File: src/rtl/video_stream_rx.sv
// Receiver for the fv/lv/8-bit byte stream: packs R,G,B bytes into tagged 24-bit pixels,
// measures line width and frame height, and keeps sticky framing-error flags.
module video_stream_rx #(
    parameter int BYTES_PER_LINE  = 1920,
    parameter int LINES_PER_FRAME = 1080,
    parameter int LV_DELAY        = 1
) (
    input  logic        pixclk,
    input  logic        rst,
    input  logic        fv,
    input  logic        lv,
    input  logic [7:0]  data,
    input  logic        err_clr,
    output logic        pix_valid,
    output logic [23:0] pix_rgb,
    output logic [11:0] pix_x,
    output logic [11:0] pix_y,
    output logic        sof,
    output logic        eol,
    output logic        frame_done,
    output logic [11:0] line_bytes,
    output logic [11:0] frame_lines,
    output logic        err_partial,
    output logic        err_width,
    output logic        err_height
);

    localparam logic [11:0] BPL_W = 12'(BYTES_PER_LINE);
    localparam logic [11:0] LPF_W = 12'(LINES_PER_FRAME);

    typedef enum logic [1:0] {
        SYNC  = 2'd0,
        IDLE  = 2'd1,
        FRAME = 2'd2,
        LINE  = 2'd3
    } state_t;

    state_t      state;
    state_t      next_state;

    logic        fv_a;
    logic        lv_a;

    logic        frame_start;
    logic        line_start;
    logic        capture;
    logic        end_line;
    logic        end_frame;

    logic [1:0]  phase;
    logic [11:0] byte_cnt;
    logic [11:0] x_cnt;
    logic [11:0] y_cnt;
    logic [11:0] line_cnt;
    logic [7:0]  r_byte;
    logic [7:0]  g_byte;

    logic [1:0]  eff_phase;
    logic [11:0] eff_count;
    logic [11:0] lines_final;

    logic        set_partial;
    logic        set_width;
    logic        set_height;

    function automatic logic [11:0] sat_inc(input logic [11:0] v);
        return (v == 12'hFFF) ? v : v + 12'd1;
    endfunction

    generate
        if (LV_DELAY == 0) begin : g_align_none
            assign fv_a = fv;
            assign lv_a = lv;
        end else begin : g_align_reg
            always_ff @(posedge pixclk or posedge rst) begin
                if (rst) begin
                    fv_a <= 1'b0;
                    lv_a <= 1'b0;
                end else begin
                    fv_a <= fv;
                    lv_a <= lv;
                end
            end
        end
    endgenerate

    always_ff @(posedge pixclk or posedge rst) begin
        if (rst) begin
            state <= SYNC;
        end else begin
            state <= next_state;
        end
    end

    // SYNC also looks at raw fv: the delay register reads 0 straight after reset,
    // which would otherwise fake a frame gap while a frame is still running.
    always_comb begin
        next_state  = state;
        frame_start = 1'b0;
        line_start  = 1'b0;
        capture     = 1'b0;
        end_line    = 1'b0;
        end_frame   = 1'b0;
        case (state)
            SYNC: begin
                if (!fv_a && !fv) begin
                    next_state = IDLE;
                end
            end
            IDLE: begin
                if (fv_a) begin
                    next_state  = FRAME;
                    frame_start = 1'b1;
                end
            end
            FRAME: begin
                if (!fv_a) begin
                    next_state = IDLE;
                    end_frame  = 1'b1;
                end else if (lv_a) begin
                    next_state = LINE;
                    line_start = 1'b1;
                    capture    = 1'b1;
                end
            end
            LINE: begin
                if (!fv_a) begin
                    next_state = IDLE;
                    end_line   = 1'b1;
                    end_frame  = 1'b1;
                end else if (!lv_a) begin
                    next_state = FRAME;
                    end_line   = 1'b1;
                end else begin
                    capture = 1'b1;
                end
            end
            default: begin
                next_state = SYNC;
            end
        endcase
    end

    // The first byte of a line arrives in the same cycle lv_a rises, so it sees a fresh phase/count.
    assign eff_phase   = line_start ? 2'd0 : phase;
    assign eff_count   = line_start ? 12'd0 : byte_cnt;
    assign lines_final = end_line ? sat_inc(line_cnt) : line_cnt;

    always_ff @(posedge pixclk or posedge rst) begin
        if (rst) begin
            phase    <= 2'd0;
            byte_cnt <= 12'd0;
            x_cnt    <= 12'd0;
            y_cnt    <= 12'd0;
            line_cnt <= 12'd0;
            r_byte   <= 8'd0;
            g_byte   <= 8'd0;
        end else begin
            if (frame_start) begin
                y_cnt    <= 12'd0;
                line_cnt <= 12'd0;
            end
            if (line_start) begin
                x_cnt <= 12'd0;
            end
            if (capture) begin
                byte_cnt <= sat_inc(eff_count);
                case (eff_phase)
                    2'd0: begin
                        r_byte <= data;
                        phase  <= 2'd1;
                    end
                    2'd1: begin
                        g_byte <= data;
                        phase  <= 2'd2;
                    end
                    default: begin
                        x_cnt <= x_cnt + 12'd1;
                        phase <= 2'd0;
                    end
                endcase
            end
            if (end_line) begin
                y_cnt    <= sat_inc(y_cnt);
                line_cnt <= sat_inc(line_cnt);
                phase    <= 2'd0;
            end
        end
    end

    always_ff @(posedge pixclk or posedge rst) begin
        if (rst) begin
            pix_valid   <= 1'b0;
            pix_rgb     <= 24'd0;
            pix_x       <= 12'd0;
            pix_y       <= 12'd0;
            sof         <= 1'b0;
            eol         <= 1'b0;
            frame_done  <= 1'b0;
            line_bytes  <= 12'd0;
            frame_lines <= 12'd0;
        end else begin
            pix_valid  <= 1'b0;
            sof        <= 1'b0;
            eol        <= 1'b0;
            frame_done <= 1'b0;
            if (capture && (eff_phase == 2'd2)) begin
                pix_valid <= 1'b1;
                pix_rgb   <= {r_byte, g_byte, data};
                pix_x     <= x_cnt;
                pix_y     <= y_cnt;
                sof       <= (x_cnt == 12'd0) && (y_cnt == 12'd0);
            end
            if (end_line) begin
                line_bytes <= byte_cnt;
                eol        <= 1'b1;
            end
            if (end_frame) begin
                frame_lines <= lines_final;
                frame_done  <= 1'b1;
            end
        end
    end

    assign set_partial = end_line && (phase != 2'd0);
    assign set_width   = end_line && (byte_cnt != BPL_W);
    assign set_height  = end_frame && (lines_final != LPF_W);

    // A new error in the same cycle as err_clr keeps the flag set.
    always_ff @(posedge pixclk or posedge rst) begin
        if (rst) begin
            err_partial <= 1'b0;
            err_width   <= 1'b0;
            err_height  <= 1'b0;
        end else begin
            err_partial <= set_partial | (err_partial & ~err_clr);
            err_width   <= set_width   | (err_width   & ~err_clr);
            err_height  <= set_height  | (err_height  & ~err_clr);
        end
    end

endmodule

File: config.mk
export PLATFORM = sky130hd
export DESIGN_NAME = video_stream_rx
export DESIGN_NICKNAME = d
export VERILOG_FILES = /design/src/rtl/video_stream_rx.sv
export SDC_FILE = /design/constraint.sdc
export NUM_CORES = 1
export LEC_CHECK = 0
export CAP_MARGIN = 20
export CORE_UTILIZATION = 59
export DETAILED_ROUTE_END_ITERATION = 7
export HOLD_SLACK_MARGIN = 0.05
export PLACE_DENSITY = 0.94
export SYNTH_ARGS = -nofsm -noshare
export SYNTH_HDL_FRONTEND = slang
export SYNTH_SLANG_ARGS = --single-unit
File: constraint.sdc
create_clock -name pixclk -period 12.49 [get_ports pixclk]
set_clock_uncertainty 0.2 [all_clocks]
set_input_delay 1.249 -clock pixclk [delete_from_list [all_inputs] [get_ports pixclk]]
set_output_delay 1.249 -clock pixclk [all_outputs]
set_load 0.1 [all_outputs]
After elaboration in Yosys (flattened, before gate mapping) --
Cells that the tools add are included.
Word-level totals: register bits after elaboration 149, logic and storage cells 106
Operators by class: add/sub/neg operators 4, equal/unequal tests 15, mux-type cells 37, bitwise gates (word level) 7, reduce and logical (&&, ||, !) cells 21
Operators with widths (count):
- $mux W12 | 11
- $add A12 B1 Y12 const B | 4
- $eq A12 B12 Y1 const B | 3
- $logic_not A12 Y1 | 2
- $ne A12 B11 Y1 const B | 2
- $mux W2 | 9
- $mux W1 | 15
- $pmux W2 S4 | 1
- $eq A2 B2 Y1 const B | 3
- $logic_and A1 B1 Y1 | 6
- $ne A2 B2 Y1 const B | 3
- $ne A3 B3 Y1 const B | 2
- $reduce_and A2 Y1 | 3
- $reduce_bool A2 Y1 | 3
- $eq A2 B1 Y1 const B | 2
- $logic_not A2 Y1 | 2
- $pmux W2 S2 | 1
- $reduce_and A4 Y1 | 1
- $reduce_or A2 Y1 | 2
- $and A1 B1 Y1 | 3
- $or A1 B1 Y1 | 3
- $logic_not A1 Y1 | 2
- $not A1 Y1 | 1

Logic depth before layout (Yosys ltp) --
Gate-level depths: netlist of run 1.
depth after elaboration 8, depth in mapped cells 10

Worst setup path after synthesis of run 1 --
OpenSTA, ideal clock, no wires.
path type reg2reg, start reg state[0], end reg byte_cnt[1], library setup time 0.125 ns, arrival 2.115 ns, required time 12.165 ns, setup slack 10.050 ns, stages on the path, launching flop included 9, path buffers 1, period minus slack after synthesis 2.440 ns, cell sequence dfrtp_1 -> buf_2 -> nand4b_1 -> and2_1 -> ha_1 -> nand4_1 -> nor4b_2 -> a21oi_1 -> mux2_2
Between the ends: cells in the longest elaborated chain, start to end 5, elaborated cells on any way between the ends 9, those cells by class 1 x add/sub; 3 x eq/ne; 4 x mux; 1 x reduce/logical
Ends and longest elaborated chain:
- start: declaration | line 38 | state_t state;
- start signal: assignment | line 91 | state <= next_state;
- $eq A2 B2 Y1 | line 104 | case (state)
- $mux W1 | line 104
- $mux W12 | line 146 | assign eff_count = line_start ? 12'd0 : byte_cnt;
- $add A12 B1 Y12 / $eq A12 B12 Y1 (equally long branches) | line 67 | return (v == 12'hFFF) ? v : v + 12'd1;
- $mux W12 | line 67
- end signal: assignment | line 167 | byte_cnt <= sat_inc(eff_count);
- end: declaration | line 51 | logic [11:0] byte_cnt;
Several ways; a longest one is shown, not always the timed one. A chain may end at the register's enable or synchronous reset.

Final worst setup path of run 1 --
start reg state[0], end reg err_height
Between the ends: cells in the longest elaborated chain, start to end 6, elaborated cells on any way between the ends 9, those cells by class 3 x eq/ne; 3 x mux; 1 x bitwise; 2 x reduce/logical
Ends and longest elaborated chain:
- $eq A2 B2 Y1 | line 104
- $mux W1 | line 104
- $mux W12 | line 147 | assign lines_final = end_line ? sat_inc(line_cnt) : line_cnt;
- $ne A12 B11 Y1 | line 227 | assign set_height = end_frame && (lines_final != LPF_W);
- $logic_and A1 B1 Y1 * | line 227
- $or A1 B1 Y1 * | line 238 | err_height <= set_height | (err_height & ~err_clr);
- end signal: assignment | line 238
- end: declaration | line 25 | output logic err_height
Mark *: on every way between the ends. The rest lies on a longest branch, timed or not.

==> results of run 1 <==
[cells in the mapped netlist (4+ instances only)]
library cell | number | share of area
nand3_1 | 12 | 0.0091
nand4_1 | 14 | 0.013
nor2_1 | 37 | 0.021
mux2i_1 | 4 | 0.0061
clkbuf_1 | 11 | 0.0063
nand2_1 | 86 | 0.049
a31oi_1 | 7 | 0.0066
buf_2 | 14 | 0.011
inv_1 | 14 | 0.0080
and3_1 | 9 | 0.0085
nor3_1 | 11 | 0.0084
mux2_2 | 67 | 0.11
dfrtp_1 | 149 | 0.57
ha_1 | 6 | 0.011
and4_1 | 7 | 0.0093
xnor2_1 | 6 | 0.0080
a21o_1 | 7 | 0.0080
xor2_1 | 19 | 0.025
nor4_1 | 6 | 0.0057
o21ai_0 | 31 | 0.024
a22o_1 | 5 | 0.0066
a21oi_1 | 7 | 0.0053
nand2b_1 | 4 | 0.0038
[final cells by class]
class                           count  area, sq um
Tap cell                          140          175
Multi-Input combinational cell    389         2670
Sequential cell                   149         3730
Clock inverter                     15          169
Timing Repair Buffer               94          933
Fill cell                         695         2690
Inverter                           14         57.6
Clock buffer                       17          414
[critical path, delay by kind of cell, from the launching register on]
| family | cells | cell delay, ps |
|---|---|---|
| simple gates | 3 | 1410 |
| buf+inv | 1 | 870 |
| flops | 1 | 750 |
| mux | 1 | 320 |
| compound gates | 1 | 140 |
[metrics by stage]
stage | util | setup WS [ps] | cells | power [mW]
floorplan | - | 7030 | 581 | 0.775
global placement | 0.698 | 8910 | 786 | 0.833
detailed placement | 0.698 | 8680 | 786 | 0.845
CTS | 0.752 | 8640 | 818 | 1.35
global route | 0.752 | 8330 | 818 | 1.39
finish | 0.752 | 8640 | 818 | 1.35
[per-layer routing]
metal	up-vias	track usage	share of wire
met5	-	0	0
met4	0	0.0890	0.019
met3	32	0.0835	0.068
met2	184	0.450	0.50
met1	2438	0.357	0.41
li1	2217	-	-
[power breakdown]
group / switching, mW / internal (mW) / total [mW]
registers: 0.0441 / 0.530 / 0.575
clock network: 0.217 / 0.290 / 0.507
logic: 0.186 / 0.0793 / 0.265
total: 0.447 / 0.900 / 1.35
[cell families (layout without fill, tap and decap cells)]
group                      count (synthesis)  after routing  share of synthesized area
muxes                                     72             72                      0.123
xor gates and xnor gates                  25             25                     0.0332
adders and majority gates                  6              6                     0.0114
AOI/OAI and AO/OA                         75             75                     0.0724
and+or+nand+nor                          211            211                      0.164
buffers and inverters                     43            140                     0.0296
DFF                                      149            149                      0.566
[worst max path at each step]
stage	cells past startpoint	slack, ps	to	startpoint
final	6	8640	err_height$_DFF_PP0_	state[0]$_DFFE_PP0P_
after global routing	6	8330	err_height$_DFF_PP0_	state[0]$_DFFE_PP0P_
after CTS	6	8640	err_height$_DFF_PP0_	state[0]$_DFFE_PP0P_
after detailed placement	6	8680	err_height$_DFF_PP0_	state[0]$_DFFE_PP0P_
after global placement	6	8910	err_height$_DFF_PP0_	state[0]$_DFFE_PP0P_
after floorplan	1	7030	byte_cnt[0]$_DFFE_PP0P_	rst
[cells in the final DEF, fill, tap and decap left out, types with 9 or more instances in the layout]
master	n
dfrtp_1	149
clkdlybuf4s50_1	91
nand2_1	86
mux2_2	67
nor2_1	37
o21ai_0	31
xor2_1	19
clkbuf_16	16
nand4_1	14
inv_1	13
nand3_1	12
nor3_1	11
and3_1	9
[state kept, by name (all words and copies together), names as in the netlist]
name,cells
x_cnt,12
g_byte,8
phase,2
eol,1
pix_x,12
line_bytes,12
y_cnt,12
frame_done,1
r_byte,8
sof,1
pix_rgb,24
err_height,1
frame_lines,12
err_partial,1
pix_y,12
err_width,1
pix_valid,1
lv_a,1
byte_cnt,12
fv_a,1
line_cnt,12
state,2
==> results.toml, run 1 <==
[critical_path]
crit_fanout = 24
ff2ff_path_depth = 6
required_ps = 12660
cp_slowest_cell = "inv_1"
cp.arrival_ps = 4020
crit_chain = "nand3_1 -> inv_1 -> and2_4 -> mux2_4 -> nor4b_2 -> a32oi_1"
endpoint_kind = "flip-flop"
worst-r2r-setup-slack_ps = 8640
worst_path_largest_cell_delay_ps = 870
worst-setup-path-type = "flip-flop to flip-flop"
startpoint_type = "flip-flop"
timing.rr.end = "err_height$_DFF_PP0_"
timing.rr.start = "state[0]$_DFFE_PP0P_"

[clock_network]
cts-htree-levels = 4
cts_setup_buffers = 0
numCtsBuffers = 17
clock_sinks = 149
cts_hold_buf = 0
cts.clk_slew.worst_paths_ps = 70
cts_buffer_depth = 2
cts_tree = "yes"
clk_latency_ps = 530
cts-root-buf = "clkbuf_8"
cts-resized-gates = 0

[placed_design]
dpl.hpwl_microns = 9720
gp_congestion = 0.858
dpl-instance-area_sq_um = 7560
io_buffers = 91

[sta]
timing.hold.ws_ps = 277
fmax_mhz = 260
maxSlewViolCount = 0
worst_slew_pin_slew_ps = 1030
maxSlewHeadroom = 0.311
fin_crit_sh = 0.308
hold_viol = 0
fin_tns_setup_ps = 0
rsz0062_at_grt = "no"
finalSetupViolCount = 0
finalWorstPathRequiredPeriod_ps = 3850

[global_route]
antenna_found_initial = 0
gr-usage-all-layers = 0.277
grt_pass1_wl_microns = 24200
grt_pass1_vias = 4750
overflow = 0
grt_max_degree = 95

[hold_path]
holdPathStages = 2
hold_path_end = "line_bytes[4]$_DFFE_PP0P_"
hold_class = "flip-flop to flip-flop"
hold_start = "line_bytes[4]$_DFFE_PP0P_"

[floorplan]
core_area_sq_um = 10800
die_x_microns = 108
die_area_sq_um = 11600
die_h_microns = 108
ios = 92
row_count = 38
initial_utilization = 0.608

[route]
ant_nets = 0
drt-wirelength-per-cell_microns = 18.3
dr.pass1.iters = 5
first_iter_violations = 453
drt-total-wl_microns = 15000
vias_per_cell = 5.95
vias = 4871
drc = 0

[power_and_ir_drop]
cellLeakagePower_nw = 3.77
power_density_nw_per_um2 = 165
vdd_drop_max_uv = 176

[layout]
layout.nets = 684
final_area_sq_um = 8150
drive_gt1_frac = 0.174
area_delta_synth_final_pct = 23.7
antenna_cells = 0

[yosys]
syn-cell-area_sq_um = 6590
synth-main-ff-cell = "dfrtp_1"
ys_ff_latch = 149
synth_cell_types = 54
avgSynthCellArea_sq_um = 11.3
async_flop_share = 1.00
synth_nets = 600
seq_area_frac_synth = 0.566
synthCells = 581
synth_warnings = 0
synth_edf_count = 0

[run_status]
outcome = "complete, no violations"

[flow_run]
maxCapViolCount = 0
Power figures use the tool's default switching activity.
==> run 2, diff against run 1 <==
--- a/config.mk
+++ b/config.mk
@@ -6,10 +6,10 @@
 export NUM_CORES = 1
 export LEC_CHECK = 0
 export CAP_MARGIN = 20
-export CORE_UTILIZATION = 59
+export CORE_UTILIZATION = 55
 export DETAILED_ROUTE_END_ITERATION = 7
 export HOLD_SLACK_MARGIN = 0.05
-export PLACE_DENSITY = 0.94
+export PLACE_DENSITY = 0.89
 export SYNTH_ARGS = -nofsm -noshare
 export SYNTH_HDL_FRONTEND = slang
 export SYNTH_SLANG_ARGS = --single-unit
==> constraint.sdc (replaced) <==
create_clock -name pixclk -period 3.85 [get_ports pixclk]
set_clock_uncertainty 0.2 [all_clocks]
set_input_delay 0.385 -clock pixclk [delete_from_list [all_inputs] [get_ports pixclk]]
set_output_delay 0.385 -clock pixclk [all_outputs]
set_load 0.1 [all_outputs]
==> results.toml, run 2 (synthesis results as in run 1) <==
[layout]
final_common_cell = "dfrtp_1"
fin_util = 0.712
layout.nets = 687
area_delta_synth_final_pct = 25.1
antenna_cells = 0
final-seq-area_sq_um = 3730
multi_input_area_sq_um = 2670
largest_register = "pix_rgb"
drive_gt1_frac = 0.174
layout_common_cells = "dfrtp_1 (149), clkdlybuf4s50_1 (91), nand2_1 (86)"
final_area_sq_um = 8240
nFillCells = 748
largest_register_ffs = 24

[critical_path]
cp.arrival_ps = 3140
cp_slowest_cell = "dfrtp_1"
endpoint_kind = "flip-flop"
required_ps = 3920
worst-setup-path-type = "flip-flop to flip-flop"
crit_top_cell = "nand4_1"
crit_fanout = 21
crit_chain = "nand4b_1 -> and2_1 -> ha_1 -> nand4_1 -> nor4b_2 -> a21oi_1 -> nand4_1 -> xor2_1 -> nor2_1"
worst_path_largest_cell_delay_ps = 600
startpoint_type = "flip-flop"

[placed_design]
io_buffers = 91
pre_cts_ws_ps = 896
dpl.hpwl_microns = 9510
dpl-instance-area_sq_um = 7610
gp_congestion = 0.922

[power_and_ir_drop]
vdd_drop_max_uv = 473
clkPwrFrac = 0.391
cellLeakagePower_nw = 3.80
switching_share = 0.305
power_density_nw_per_um2 = 544
seq_power_share = 0.415
p_int_mw = 3.11
comb_power_share = 0.194
p_sw_mw = 1.36

[sta]
finalSetupViolCount = 0
fmax_mhz = 326
maxSlewHeadroom = 0.306
hold_viol = 0
worst_slew_pin_slew_ps = 1040
maxSlewViolCount = 0
fin_tns_setup_ps = 0
setup_slack_ps = 780
finalWorstPathRequiredPeriod_ps = 3070
fin_crit_sh = 0.797
rsz0062_at_grt = "no"

[hold_path]
hold_class = "flip-flop to flip-flop"

[route]
first_iter_violations = 455
drc = 7
vias_per_cell = 5.89
dr.pass1.iters = 7
ant_nets = 0
drt-wirelength-per-cell_microns = 17.6
vias = 4849
drt-total-wl_microns = 14500

[clock_network]
cts_hold_buf = 0
cts_tree = "yes"
cts_buffer_depth = 2
cts-root-buf = "clkbuf_16"
clock_sinks = 149
cts_setup_buffers = 0
cts.clk_slew.worst_paths_ps = 60
cts-resized-gates = 0
numCtsBuffers = 17
clk_latency_ps = 420
cts-htree-levels = 4

[floorplan]
die_h_microns = 111
die_x_microns = 111
row_count = 39
die_area_sq_um = 12400
ios = 92
initial_utilization = 0.570
core_area_sq_um = 11600

[global_route]
gr-usage-all-layers = 0.248
grt_pass1_wl_microns = 24300
antenna_found_initial = 0
overflow = 0
grt_pass1_vias = 4964
grt_max_degree = 59

[run_status]
outcome = "finished with violations"
violations = "design-rule violations"

[flow_run]
maxCapViolCount = 0
## run 2: area by class of cell
type	instances	area share
clock buffer	22	0.0576
clock inverter	9	0.0182
inverter	14	0.00683
multi-input combinational	389	0.324
sequential	149	0.453
tap	143	0.0217
timing repair buffer	97	0.119
## run 2: worst max-delay path, delay by kind of cell, from the launching register on
family	cells	cell delay, ps
AO/OA/AOI/OAI	1	590
flip-flops	1	600
adder cells (fa/ha/maj)	1	240
AND/OR/NAND/NOR	6	1120
XOR/XNOR	1	170
## run 2: stage by stage
| step | hold slack [ps] | total power, mW | cells |
|---|---|---|---|
| detailed placement | 264 | 2.74 | 792 |
| global route | 264 | 4.64 | 823 |
| floorplan | 216 | 2.51 | 581 |
| CTS | 248 | 4.50 | 823 |
| finish | 273 | 4.48 | 823 |
| global placement | 259 | 2.70 | 792 |
## run 2: worst paths after layout
check,cells past startpoint,to,startpoint,slack [ps]
max,9,byte_cnt[4]$_DFFE_PP0P_,state[0]$_DFFE_PP0P_,780
min,2,line_bytes[3]$_DFFE_PP0P_,line_bytes[3]$_DFFE_PP0P_,270
max reg2reg,9,byte_cnt[4]$_DFFE_PP0P_,state[0]$_DFFE_PP0P_,780
min reg2reg,2,line_bytes[3]$_DFFE_PP0P_,line_bytes[3]$_DFFE_PP0P_,270
max in group asynchronous,3,eol$_DFF_PP0_,rst,2390
min in group asynchronous,2,r_byte[2]$_DFFE_PP0P_,rst,290
## run 2: per-layer routing
layer  GRT usage  routed length (microns)
met3      0.0931                     1240
met4       0.100                      275
met2       0.398                     6970
met5           0                        0
met1       0.306                     5980
## run 2: power by group through the flow
| stage | clock (mW) | sequential [mW] | combinational, mW |
|---|---|---|---|
| 6_report | 1.75 | 1.86 | 0.869 |
| 5_1_grt | 1.84 | 1.88 | 0.919 |
| 4_1_cts | 1.77 | 1.86 | 0.876 |
| 3_5_place_dp | 0 | 1.88 | 0.863 |
| 2_1_floorplan | 0 | 2.22 | 0.289 |
| 3_3_place_gp | 0 | 1.86 | 0.840 |
==> run 3, diff against run 2 <==
--- a/config.mk
+++ b/config.mk
@@ -6,10 +6,10 @@
 export NUM_CORES = 1
 export LEC_CHECK = 0
 export CAP_MARGIN = 20
-export CORE_UTILIZATION = 55
+export CORE_UTILIZATION = 49
 export DETAILED_ROUTE_END_ITERATION = 7
 export HOLD_SLACK_MARGIN = 0.05
-export PLACE_DENSITY = 0.89
+export PLACE_DENSITY = 0.85
 export SYNTH_ARGS = -nofsm -noshare
 export SYNTH_HDL_FRONTEND = slang
 export SYNTH_SLANG_ARGS = --single-unit
==> constraint.sdc (replaced) <==
create_clock -name pixclk -period 2.65 [get_ports pixclk]
set_clock_uncertainty 0.2 [all_clocks]
set_input_delay 0.265 -clock pixclk [delete_from_list [all_inputs] [get_ports pixclk]]
set_output_delay 0.265 -clock pixclk [all_outputs]
set_load 0.1 [all_outputs]
==> results.toml, run 3 (synthesis results as in run 1) <==
[run_status]
outcome = "complete, no violations"

[route]
first_iter_violations = 306
drc = 0
ant_nets = 0
vias = 4729
vias_per_cell = 5.47
dr.pass1.iters = 4
drt-wirelength-per-cell_microns = 16.3
drt-total-wl_microns = 14100

[sta]
finalWorstPathRequiredPeriod_ps = 2490
maxSlewViolCount = 0
hold_viol = 0
fin_crit_sh = 0.938
finalSetupViolCount = 0
fin_tns_setup_ps = 0
worst_slew_pin_slew_ps = 814
maxSlewHeadroom = 0.457
fmax_mhz = 402
rsz0062_at_grt = "no"

[global_route]
grt_pass1_vias = 4862
use_met3 = 0.0809
use_met2 = 0.347
busiest_layer = "met2"
grt_max_degree = 110
use_met1 = 0.272
grt_pass1_wl_microns = 23900
gr-usage-all-layers = 0.217
antenna_found_initial = 0
overflow = 0

[clock_network]
cts_hold_buf = 0
cts_setup_buffers = 0
cts-resized-gates = 0
cts_tree = "yes"
cts_buffer_depth = 2
clk_latency_ps = 430
cts-root-buf = "clkbuf_16"
clock_sinks = 149
cts.clk_slew.worst_paths_ps = 60
numCtsBuffers = 17
cts-htree-levels = 4

[critical_path]
crit_chain = "nand4b_1 -> and2_1 -> ha_2 -> nand4_1 -> nor4b_4 -> and2b_2 -> nand3_1 -> a21o_1 -> a21o_1"
cp_slowest_cell = "dfrtp_2"
worst_path_largest_cell_delay_ps = 450
crit_start = "fv_a$_DFF_PP0_"
startpoint_type = "flip-flop"
timing.rr.start = "fv_a$_DFF_PP0_"
critPathTopFamily = "simple AND/OR/NAND/NOR gates"
cp_num_buf_inv = 0
cp.arrival_ps = 2600
endpoint_kind = "flip-flop"
required_ps = 2760
crit_top_cell = "a21o_1"
crit_fanout = 9
worst-setup-path-type = "flip-flop to flip-flop"

[floorplan]
core_area_sq_um = 12900
ios = 92
die_h_microns = 118
die_area_sq_um = 13900
initial_utilization = 0.512
die_x_microns = 118
row_count = 41

[layout]
layout_common_cells = "dfrtp_1 (148), buf_4 (94), nand2_1 (86)"
nFillCells = 1004
layout.nets = 699
largest_register_ffs = 24
multi_input_area_sq_um = 2680
fin_cells = 864
final_common_cell = "dfrtp_1"
drive_gt1_frac = 0.309
final_area_sq_um = 8170
antenna_cells = 0
area_delta_synth_final_pct = 24.1
largest_register = "pix_rgb"
final-seq-area_sq_um = 3730

[placed_design]
gp_congestion = 0.853
dp_cells = 833
io_buffers = 91
dpl.hpwl_microns = 9560
dpl-instance-area_sq_um = 7560

[hold_path]
hold_class = "primary input to async pin"

[power_and_ir_drop]
cellLeakagePower_nw = 4.01
power_mw = 6.39
power_density_nw_per_um2 = 782
vdd_drop_max_uv = 501

[flow_run]
maxCapViolCount = 0
==> run 3: changes by cell type in the layout (fill, tap and decap cells not counted), moves of 2 or more <==
cell             change
buf_4               +90
clkdlybuf4s50_1     -79
clkbuf_1             -2
inv_6                +2
==> run 3: final timing paths <==
kind	to	slack (ps)	cells after the start
setup / recovery	byte_cnt[10]$_DFFE_PP0P_	160	9
hold / removal	pix_y[2]$_DFFE_PP0P_	150	3
setup reg to reg	byte_cnt[10]$_DFFE_PP0P_	160	9
hold reg to reg	line_bytes[5]$_DFFE_PP0P_	270	2
max in group asynchronous	fv_a$_DFF_PP0_	1640	3
min in group pixclk	lv_a$_DFF_PP0_	170	1
==> run 3: final cells by class <==
| class | count | area share |
|---|---|---|
| Multi-Input combinational cell | 389 | 0.328 |
| Clock inverter | 12 | 0.0185 |
| Clock buffer | 19 | 0.0554 |
| Sequential cell | 149 | 0.456 |
| Inverter | 14 | 0.00689 |
| Tap cell | 172 | 0.0263 |
| Timing Repair Buffer | 109 | 0.108 |
==> run 3: per-stage QoR <==
stage                util  hold WS [ps]  setup WS, ps
CTS                 0.634           144          66.6
detailed placement  0.587           265          66.0
global route        0.635           144          7.74
floorplan               -          96.4           210
finish              0.635           151           165
global placement    0.587           260           191
==> run 3: power breakdown <==
| part | internal [mW] | switching [mW] | leakage (nW) |
|---|---|---|---|
| Clock | 1.52 | 0.930 | 0.295 |
| Combinational | 0.367 | 0.892 | 1.70 |
| Sequential | 2.50 | 0.181 | 2.02 |
| Total | 4.39 | 2.00 | 4.01 |
==> run 3: worst min-delay path, cell delays in order <==
cell	delay (ps)
clkdlybuf4s50_1	440
clkinvlp_4	100
buf_12	420
==> run 3: layer usage <==
metal | wire [microns] | vias to the layer above | part of all wire
met5 | 0 | - | 0
met4 | 153 | 0 | 0.011
met3 | 1100 | 15 | 0.078
met2 | 6860 | 133 | 0.49
met1 | 5980 | 2341 | 0.42
li1 | - | 2240 | -
